[config.mk]
export PLATFORM = sky130hd
export DESIGN_NAME = multicycle_main_fsm_controlpath_risc_v
export DESIGN_NICKNAME = d
export VERILOG_FILES = /design/src/rtl/multicycle_main_fsm_controlpath_risc_v.sv
export SDC_FILE = /design/constraint.sdc
export NUM_CORES = 1
export LEC_CHECK = 0
export CORE_MARGIN = 5
export CORE_UTILIZATION = 41
export CTS_CLUSTER_SIZE = 8
export DETAILED_ROUTE_END_ITERATION = 6
export HOLD_SLACK_MARGIN = 0.1
export PLACE_DENSITY = 0.9
export SETUP_SLACK_MARGIN = 0.15
export SLEW_MARGIN = 10
export SYNTH_ARGS = -nofsm -noshare
export SYNTH_HDL_FRONTEND = slang
export SYNTH_SLANG_ARGS = --single-unit
[constraint.sdc]
create_clock -name clk -period 2.75 [get_ports clk]
set_clock_uncertainty 0.15 [all_clocks]
set_input_delay 0.275 -clock clk [delete_from_list [all_inputs] [get_ports clk]]
set_output_delay 0.275 -clock clk [all_outputs]
set_load 0.03 [all_outputs]
[src/rtl/multicycle_main_fsm_controlpath_risc_v.sv]
//==============================================================================
// Module      : multicycle_main_fsm_controlpath_risc_v
// Description : Main control FSM for the multicycle RV32I datapath.
//               Optional macro ILLEGAL_OP_TRAP_EN adds the TRAP state and illegal_op.
// Revision    : 1.0 - initial release
//==============================================================================
`default_nettype none

module multicycle_main_fsm_controlpath_risc_v #(
    parameter int STATE_W = 4
) (
    input  logic               clk,
    input  logic               rst_n,
    input  logic [6:0]         op,
    input  logic               zero,
    input  logic               mem_ready,
    output logic               PCWrite,
    output logic               AdrSrc,
    output logic               MemWrite,
    output logic               IRWrite,
    output logic [1:0]         ResultSrc,
    output logic [1:0]         ALUSrcA,
    output logic [1:0]         ALUSrcB,
    output logic               RegWrite,
    output logic [1:0]         ALUOp,
    output logic [1:0]         ImmSrc,
    output logic [STATE_W-1:0] state_o
`ifdef ILLEGAL_OP_TRAP_EN
    ,
    output logic               illegal_op
`endif
);

    localparam logic [STATE_W-1:0] S_FETCH    = STATE_W'(0);
    localparam logic [STATE_W-1:0] S_DECODE   = STATE_W'(1);
    localparam logic [STATE_W-1:0] S_MEMADR   = STATE_W'(2);
    localparam logic [STATE_W-1:0] S_MEMREAD  = STATE_W'(3);
    localparam logic [STATE_W-1:0] S_MEMWB    = STATE_W'(4);
    localparam logic [STATE_W-1:0] S_MEMWRITE = STATE_W'(5);
    localparam logic [STATE_W-1:0] S_EXECUTER = STATE_W'(6);
    localparam logic [STATE_W-1:0] S_EXECUTEI = STATE_W'(7);
    localparam logic [STATE_W-1:0] S_ALUWB    = STATE_W'(8);
    localparam logic [STATE_W-1:0] S_BEQ      = STATE_W'(9);
    localparam logic [STATE_W-1:0] S_JAL      = STATE_W'(10);
`ifdef ILLEGAL_OP_TRAP_EN
    localparam logic [STATE_W-1:0] S_TRAP     = STATE_W'(11);
`endif

    localparam logic [6:0] c_OP_LW   = 7'b0000011;
    localparam logic [6:0] c_OP_SW   = 7'b0100011;
    localparam logic [6:0] c_OP_R    = 7'b0110011;
    localparam logic [6:0] c_OP_I    = 7'b0010011;
    localparam logic [6:0] c_OP_BEQ  = 7'b1100011;
    localparam logic [6:0] c_OP_JAL  = 7'b1101111;

    logic [STATE_W-1:0] r_state;
    logic [STATE_W-1:0] w_next;
    logic [STATE_W-1:0] w_out_state;
    logic               w_pcupdate;
    logic               w_branch;
    logic               w_irwrite;
    logic               w_memwrite;
    logic               w_regwrite;

    always_ff @(posedge clk) begin
        if (!rst_n) r_state <= S_FETCH;
        else        r_state <= w_next;
    end

    always_comb begin
        w_next = S_FETCH;
        case (r_state)
            S_FETCH:    w_next = mem_ready ? S_DECODE : S_FETCH;
            S_DECODE: begin
                case (op)
                    c_OP_LW, c_OP_SW: w_next = S_MEMADR;
                    c_OP_R:           w_next = S_EXECUTER;
                    c_OP_I:           w_next = S_EXECUTEI;
                    c_OP_BEQ:         w_next = S_BEQ;
                    c_OP_JAL:         w_next = S_JAL;
`ifdef ILLEGAL_OP_TRAP_EN
                    default:          w_next = S_TRAP;
`else
                    default:          w_next = S_FETCH;
`endif
                endcase
            end
            S_MEMADR:   w_next = (op == c_OP_LW) ? S_MEMREAD : S_MEMWRITE;
            S_MEMREAD:  w_next = mem_ready ? S_MEMWB : S_MEMREAD;
            S_MEMWB:    w_next = S_FETCH;
            S_MEMWRITE: w_next = mem_ready ? S_FETCH : S_MEMWRITE;
            S_EXECUTER: w_next = S_ALUWB;
            S_EXECUTEI: w_next = S_ALUWB;
            S_ALUWB:    w_next = S_FETCH;
            S_BEQ:      w_next = S_FETCH;
            S_JAL:      w_next = S_ALUWB;
`ifdef ILLEGAL_OP_TRAP_EN
            S_TRAP:     w_next = S_TRAP;
`endif
            default:    w_next = S_FETCH;
        endcase
    end

    // During reset the outputs present the FETCH decode regardless of the stale state.
    assign w_out_state = rst_n ? r_state : S_FETCH;

    always_comb begin
        AdrSrc     = 1'b0;
        ResultSrc  = 2'b00;
        ALUSrcA    = 2'b00;
        ALUSrcB    = 2'b00;
        ALUOp      = 2'b00;
        w_pcupdate = 1'b0;
        w_branch   = 1'b0;
        w_irwrite  = 1'b0;
        w_memwrite = 1'b0;
        w_regwrite = 1'b0;
        case (w_out_state)
            S_FETCH: begin
                ALUSrcB    = 2'b10;
                ResultSrc  = 2'b10;
                w_irwrite  = mem_ready;
                w_pcupdate = mem_ready;
            end
            S_DECODE: begin
                ALUSrcA = 2'b01;
                ALUSrcB = 2'b01;
            end
            S_MEMADR: begin
                ALUSrcA = 2'b10;
                ALUSrcB = 2'b01;
            end
            S_MEMREAD:  AdrSrc = 1'b1;
            S_MEMWB: begin
                ResultSrc  = 2'b01;
                w_regwrite = 1'b1;
            end
            S_MEMWRITE: begin
                AdrSrc     = 1'b1;
                w_memwrite = 1'b1;
            end
            S_EXECUTER: begin
                ALUSrcA = 2'b10;
                ALUOp   = 2'b10;
            end
            S_EXECUTEI: begin
                ALUSrcA = 2'b10;
                ALUSrcB = 2'b01;
                ALUOp   = 2'b10;
            end
            S_ALUWB:    w_regwrite = 1'b1;
            S_BEQ: begin
                ALUSrcA  = 2'b10;
                ALUOp    = 2'b01;
                w_branch = 1'b1;
            end
            S_JAL: begin
                ALUSrcA    = 2'b01;
                ALUSrcB    = 2'b10;
                w_pcupdate = 1'b1;
            end
            default: ;
        endcase
    end

    always_comb begin
        case (op)
            c_OP_SW:  ImmSrc = 2'b01;
            c_OP_BEQ: ImmSrc = 2'b10;
            c_OP_JAL: ImmSrc = 2'b11;
            default:  ImmSrc = 2'b00;
        endcase
    end

    assign PCWrite  = rst_n & (w_pcupdate | (w_branch & zero));
    assign IRWrite  = rst_n & w_irwrite;
    assign MemWrite = rst_n & w_memwrite;
    assign RegWrite = rst_n & w_regwrite;
    assign state_o  = r_state;

`ifdef ILLEGAL_OP_TRAP_EN
    assign illegal_op = rst_n & (r_state == S_TRAP);
`endif

endmodule

`default_nettype wire

==> results.cfg, run 1 <==
[global_route]
overflow = 0
gr-usage-all-layers_pct = 15.14
grt_pass1_wl_um = 2573
antenna_found_initial = 0
grt_max_degree = 20
grt_pass1_vias = 632

[clock_network]
cts_buffer_depth = 2
postCtsHoldBufs = 0
h-tree-depth = 1
cts.sinks = 4
clock-root-buffer = clkbuf_4
cts_tree = built
clkSlewWorstSetupHoldPaths_ps = 40
insertion_delay_ps = 230
cts_inserted_buffers = 3

[floorplan]
initial_utilization_pct = 44.06
die-area_um2 = 2269
rows = 13
die_x_um = 47.63
die_y_um = 47.63
ioPinCount = 30
core_um2 = 1318

[detailed_routing]
dr.pass1.iters = 6
vias_per_cell = 5.550
ant_nets = 0
vias = 727
first_iter_violations = 6
routed_wirelength_um = 1611
routedWlPerCell_um = 12.30
drc = 0

[critical_path]
cp.required_ps = 2330
crit_path_end_kind = primary output
worstSetupPathType = reg2out
cp.arrival_ps = 2070
worstRegToRegCells = 3
crit_path_max_fanout = 19
start_kind = flop

[run_status]
status = complete, no violations

[yosys]
synthTopCellsByArea = dfxtp_1 14%, nor2b_1 7.5%, nand2b_1 6.5%, nand2_1 5.8%, nor2_1 5.8%
yosysTopAreaCell = dfxtp_1
syn_area_um2 = 580.6
ys_types = 35
ys_seq_area_share_pct = 13.79
synth.top_cell.area_share_pct = 13.79
postSynthAreaPerCell_um2 = 6.597
yosys_warnings = 0
ys_ff_latch = 4
synth_nets = 99
syn_inst = 88

[pwr]
seqPwrFrac_pct = 30.4
p_sw_share_pct = 30.34
switching_power_mw = 0.06261
p_int_mw = 0.1438
pwr-share-clk_pct = 35.2
ir_drop_uv = 182.5
powerDensity_nw_per_um2 = 226.6
leakagePower_nw = 0.3512
power.share.combinational_pct = 34.5

[timing]
finalCritPeriodShare_pct = 90.57
grt_setup_unrepaired = false
drv_slew = 0
fin_tns_setup_ps = 0
relSlewSlack_pct = 58.15
tightest_slew_ps = 626.9
fmax_ghz = 0.4015
fin_crit_ps = 2491
hold_viol_final = 0
setup_viol = 0

[layout]
antenna_cells = 0
multiInputGateArea_um2 = 475.5
largest_reg_flops = 4
final_nets = 129
drive_above_1_share_pct = 10.34
nFillCells = 113
syn2layout_area_growth_pct = 56.90
fin_util_pct = 69.14
regArea_um2 = 83.83

[place]
place_hpwl_um = 1273
port_buffers = 29
gp_congestion = 0.7109

[hold_path]
hold_path_class = reg2reg
hold-path-cell-count = 2

[run]
maxCapViolations = 0
## worst max-delay path, cell delays in order, from the launching register on
cell,delay [ps]
dfxtp_1,710
xor2_1,140
o31ai_1,260
clkdlybuf4s50_1,720
## power groups by stage
stage	sequential, mW	clock (mW)	combinational, mW
final	0.0626	0.0726	0.0711
after global routing	0.0631	0.0749	0.0770
after detailed placement	0.0633	0	0.0715
after CTS	0.0624	0.0719	0.0716
after global placement	0.0632	0	0.0699
after floorplan	0.0642	0	0.0352
## routing by layer
| layer | wire length (µm) | share of wire, % | track usage, % |
|---|---|---|---|
| met1 | 687 | 43 | 18.08 |
| met2 | 749 | 46 | 28.61 |
| met3 | 174 | 11 | 3.008 |
| met4 | 0 | 0 | 1.613 |
| met5 | 0 | 0 | 0 |
## placed cells by master (no fill, tap or decap), types with 2 or more instances in the layout
cell type and n:
buf_4 2, o21ai_0 6, nand2b_1 6, nor2b_1 7, o21bai_1 2, dfxtp_2 3
clkbuf_4 3, and3b_1 2, nand2_1 9, nor2_1 9, nor3_1 2, nand3b_1 3
xor2_1 2, and3_1 2, nor3b_1 4, clkdlybuf4s50_1 27, a21oi_1 6
## through the flow
step	area [µm²]	instances	hold slack [ps]	worst slack, ps	total power, mW
floorplan	586.8	88	314.1	419.2	0.09941
global placement	883.3	128	578.8	162.6	0.1331
detailed placement	883.3	128	570.5	118.0	0.1348
CTS	904.6	131	582.3	211.2	0.2059
global route	910.9	131	546.6	163.6	0.2150
finish	910.9	131	492.7	259.3	0.2064
## area by class of cell
cell class | instances | area share [%]
Tap cell | 15 | 2.060
Inverter | 1 | 0.4121
Clock buffer | 3 | 2.473
Multi-Input combinational cell | 77 | 52.20
Timing Repair Buffer | 31 | 33.65
Sequential cell | 4 | 9.203
## cells by family after synthesis
family / Yosys count / synth area share [%]
xor+xnor: 3 / 4.527
simple gates: 53 / 54.10
buf+inv: 7 / 5.386
flops: 4 / 13.79
compound gates: 21 / 22.20
## synthesized netlist by cell type
cell,count
nor2_1,9
inv_1,1
and3b_1,2
o21a_1,1
buf_4,1
or3_4,1
nor3b_1,4
clkbuf_1,4
a31oi_1,1
nor2b_1,7
and3_1,2
nor3_1,2
or2_0,1
nand4b_1,1
xnor2_1,1
nand2b_1,6
o41ai_1,1
or3b_2,1
nor3_2,1
o2bb2ai_1,1
o21bai_1,2
a41oi_1,1
o31ai_1,1
nand2_1,9
nand3_1,1
nor4_1,1
nand4_1,1
o21ai_0,6
o22ai_1,1
xor2_1,2
a21oi_1,6
or4b_1,1
nand3b_1,3
dfxtp_1,4
buf_2,1
## worst paths after layout
| check | start | to | slack (ps) |
|---|---|---|---|
| hold reg to reg | state_o[1]$_SDFF_PN0_ | state_o[3]$_SDFF_PN0_ | 490 |
| setup reg to reg | state_o[3]$_SDFF_PN0_ | state_o[1]$_SDFF_PN0_ | 1120 |
| hold / removal | state_o[1]$_SDFF_PN0_ | state_o[3]$_SDFF_PN0_ | 490 |
| setup / recovery | state_o[3]$_SDFF_PN0_ | ALUSrcB[1] | 260 |
## what timing repair did
item,in CTS,in global routing
pin swaps,0,0
gates resized for setup,1,4
setup endpoints to repair,1,8
gates cloned,0,0
buffers inserted,0,0
(Power assumes the default switching activity.)
==> run 2, diff against run 1 <==
Settings changed: MAX_ROUTING_LAYER set to met4.
==> results.cfg, run 2 (same netlist as run 1, synthesis figures left out) <==
[timing]
layout_setup_ws_ps = 259.4
tightest_slew_ps = 626.7
drv_slew = 0
finalCritPeriodShare_pct = 90.57
whs_ps = 492.7
fin_tns_setup_ps = 0
relSlewSlack_pct = 58.17
fin_crit_ps = 2491
setup_viol = 0
grt_setup_unrepaired = false
hold_viol_final = 0
fmax_ghz = 0.4015

[pwr]
seqPwrFrac_pct = 30.4
leakagePower_nw = 0.3512
power.share.combinational_pct = 34.5
ir_drop_uv = 182.5
p_sw_share_pct = 30.33
p_int_mw = 0.1438
powerDensity_nw_per_um2 = 226.5
switching_power_mw = 0.06260
pwr-share-clk_pct = 35.2

[layout]
final_cell_mix = 27 x clkdlybuf4s50_1, 9 x nand2_1, 9 x nor2_1, 7 x nor2b_1
final_nets = 129
largest_reg_flops = 4
final_common_cell = clkdlybuf4s50_1
syn2layout_area_growth_pct = 56.90
antenna_cells = 0
fin_cells = 131
drive_above_1_share_pct = 10.34
fin_area_um2 = 910.9

[clock_network]
cts_tree = built
h-tree-depth = 1
clock-root-buffer = clkbuf_4
cts_buffer_depth = 2
clkSlewWorstSetupHoldPaths_ps = 40
postCtsHoldBufs = 0
post_cts_buffers = 0
cts_inserted_buffers = 3
cts.sinks = 4
insertion_delay_ps = 230

[floorplan]
die_x_um = 47.63
rows = 13
die-area_um2 = 2269
die_y_um = 47.63
ioPinCount = 30
core_um2 = 1318
initial_utilization_pct = 44.06

[critical_path]
slowest_stage = clkdlybuf4s50_1
crit_path_cell_trace = xor2_1, o31ai_1, clkdlybuf4s50_1
ff2ff_setup_slack_ps = 1120
crit_start = state_o[3]$_SDFF_PN0_
crit_path_max_fanout = 19
critPathBufInv = 1
worstSetupPathType = reg2out
cp_top_family = buffers and inverters
crit_path_end_kind = primary output
cp.required_ps = 2330
start_kind = flop
r2r_start = state_o[3]$_SDFF_PN0_
cp.arrival_ps = 2070
critPathMaxStageDelay_ps = 720

[detailed_routing]
wl_met3_um = 174
first_iter_violations = 7
vias = 726
routed_wirelength_um = 1614
routedWlPerCell_um = 12.32
ant_nets = 0
vias_per_cell = 5.542
dr.pass1.iters = 6
met1_length_um = 686
topRoutingLayerUsed = met3
route.met2.wl_um = 753
drc = 0

[place]
dpl.cell_count = 128
port_buffers = 29
dp_slack_ps = 118.0
place_hpwl_um = 1273
gp_congestion = 0.7190
placed_area_um2 = 883.3

[hold_path]
holdCritStartpoint = state_o[1]$_SDFF_PN0_
hold_path_class = reg2reg

[run_status]
status = complete, no violations

[global_route]
overflow = 0
gr-usage-all-layers_pct = 15.62
antenna_found_initial = 0
grt_pass1_vias = 629
grt_max_degree = 20
grt_pass1_wl_um = 2573

[run]
maxCapViolations = 0
## run 2: cell counts in the layout (fill, tap and decap cells not counted)
No cell type changed its count.
## run 2: area by class of cell
class / instances / area [µm²]
clock buffer: 3 / 22.52
fill: 113 / 406.6
inverter: 1 / 3.754
multi-input combinational: 77 / 475.5
sequential: 4 / 83.83
tap: 15 / 18.77
timing repair buffer: 31 / 306.5
## run 2: worst paths after layout
check                                to  cells past startpoint
setup / recovery             ALUSrcB[1]                      3
hold / removal    state_o[3]$_SDFF_PN0_                      2
setup reg to reg  state_o[1]$_SDFF_PN0_                      3
hold reg to reg   state_o[3]$_SDFF_PN0_                      2
## run 2: routing by layer
| metal | track usage, % | up-vias |
|---|---|---|
| li1 | - | 374 |
| met1 | 18.08 | 322 |
| met2 | 28.61 | 30 |
| met3 | 3.008 | 0 |
| met4 | 1.613 | 0 |
| met5 | - | - |
## run 2: per-stage QoR
stage | power (mW) | util [%]
after floorplan | 0.09941 | -
after global placement | 0.1331 | 67.05
after detailed placement | 0.1348 | 67.05
after CTS | 0.2059 | 68.66
after global routing | 0.2150 | 69.14
final | 0.2064 | 69.14
## run 2: power groups by stage
stage               registers, mW  logic (mW)  clock network [mW]
CTS                        0.0624      0.0716              0.0719
global placement           0.0632      0.0699                   0
floorplan                  0.0642      0.0352                   0
detailed placement         0.0633      0.0715                   0
global route               0.0631      0.0770              0.0749
finish                     0.0626      0.0711              0.0726
## run 2: worst register-to-register path, stage by stage, from the launching register on
cell	delay (ps)
dfxtp_1	500
nor3_2	300
or4b_1	460
a31oi_1	140
## run 2: what timing repair did
item                       4_1_cts  5_1_grt
gates resized for setup          1        4
pin swaps                        0        0
setup endpoints to repair        1        8
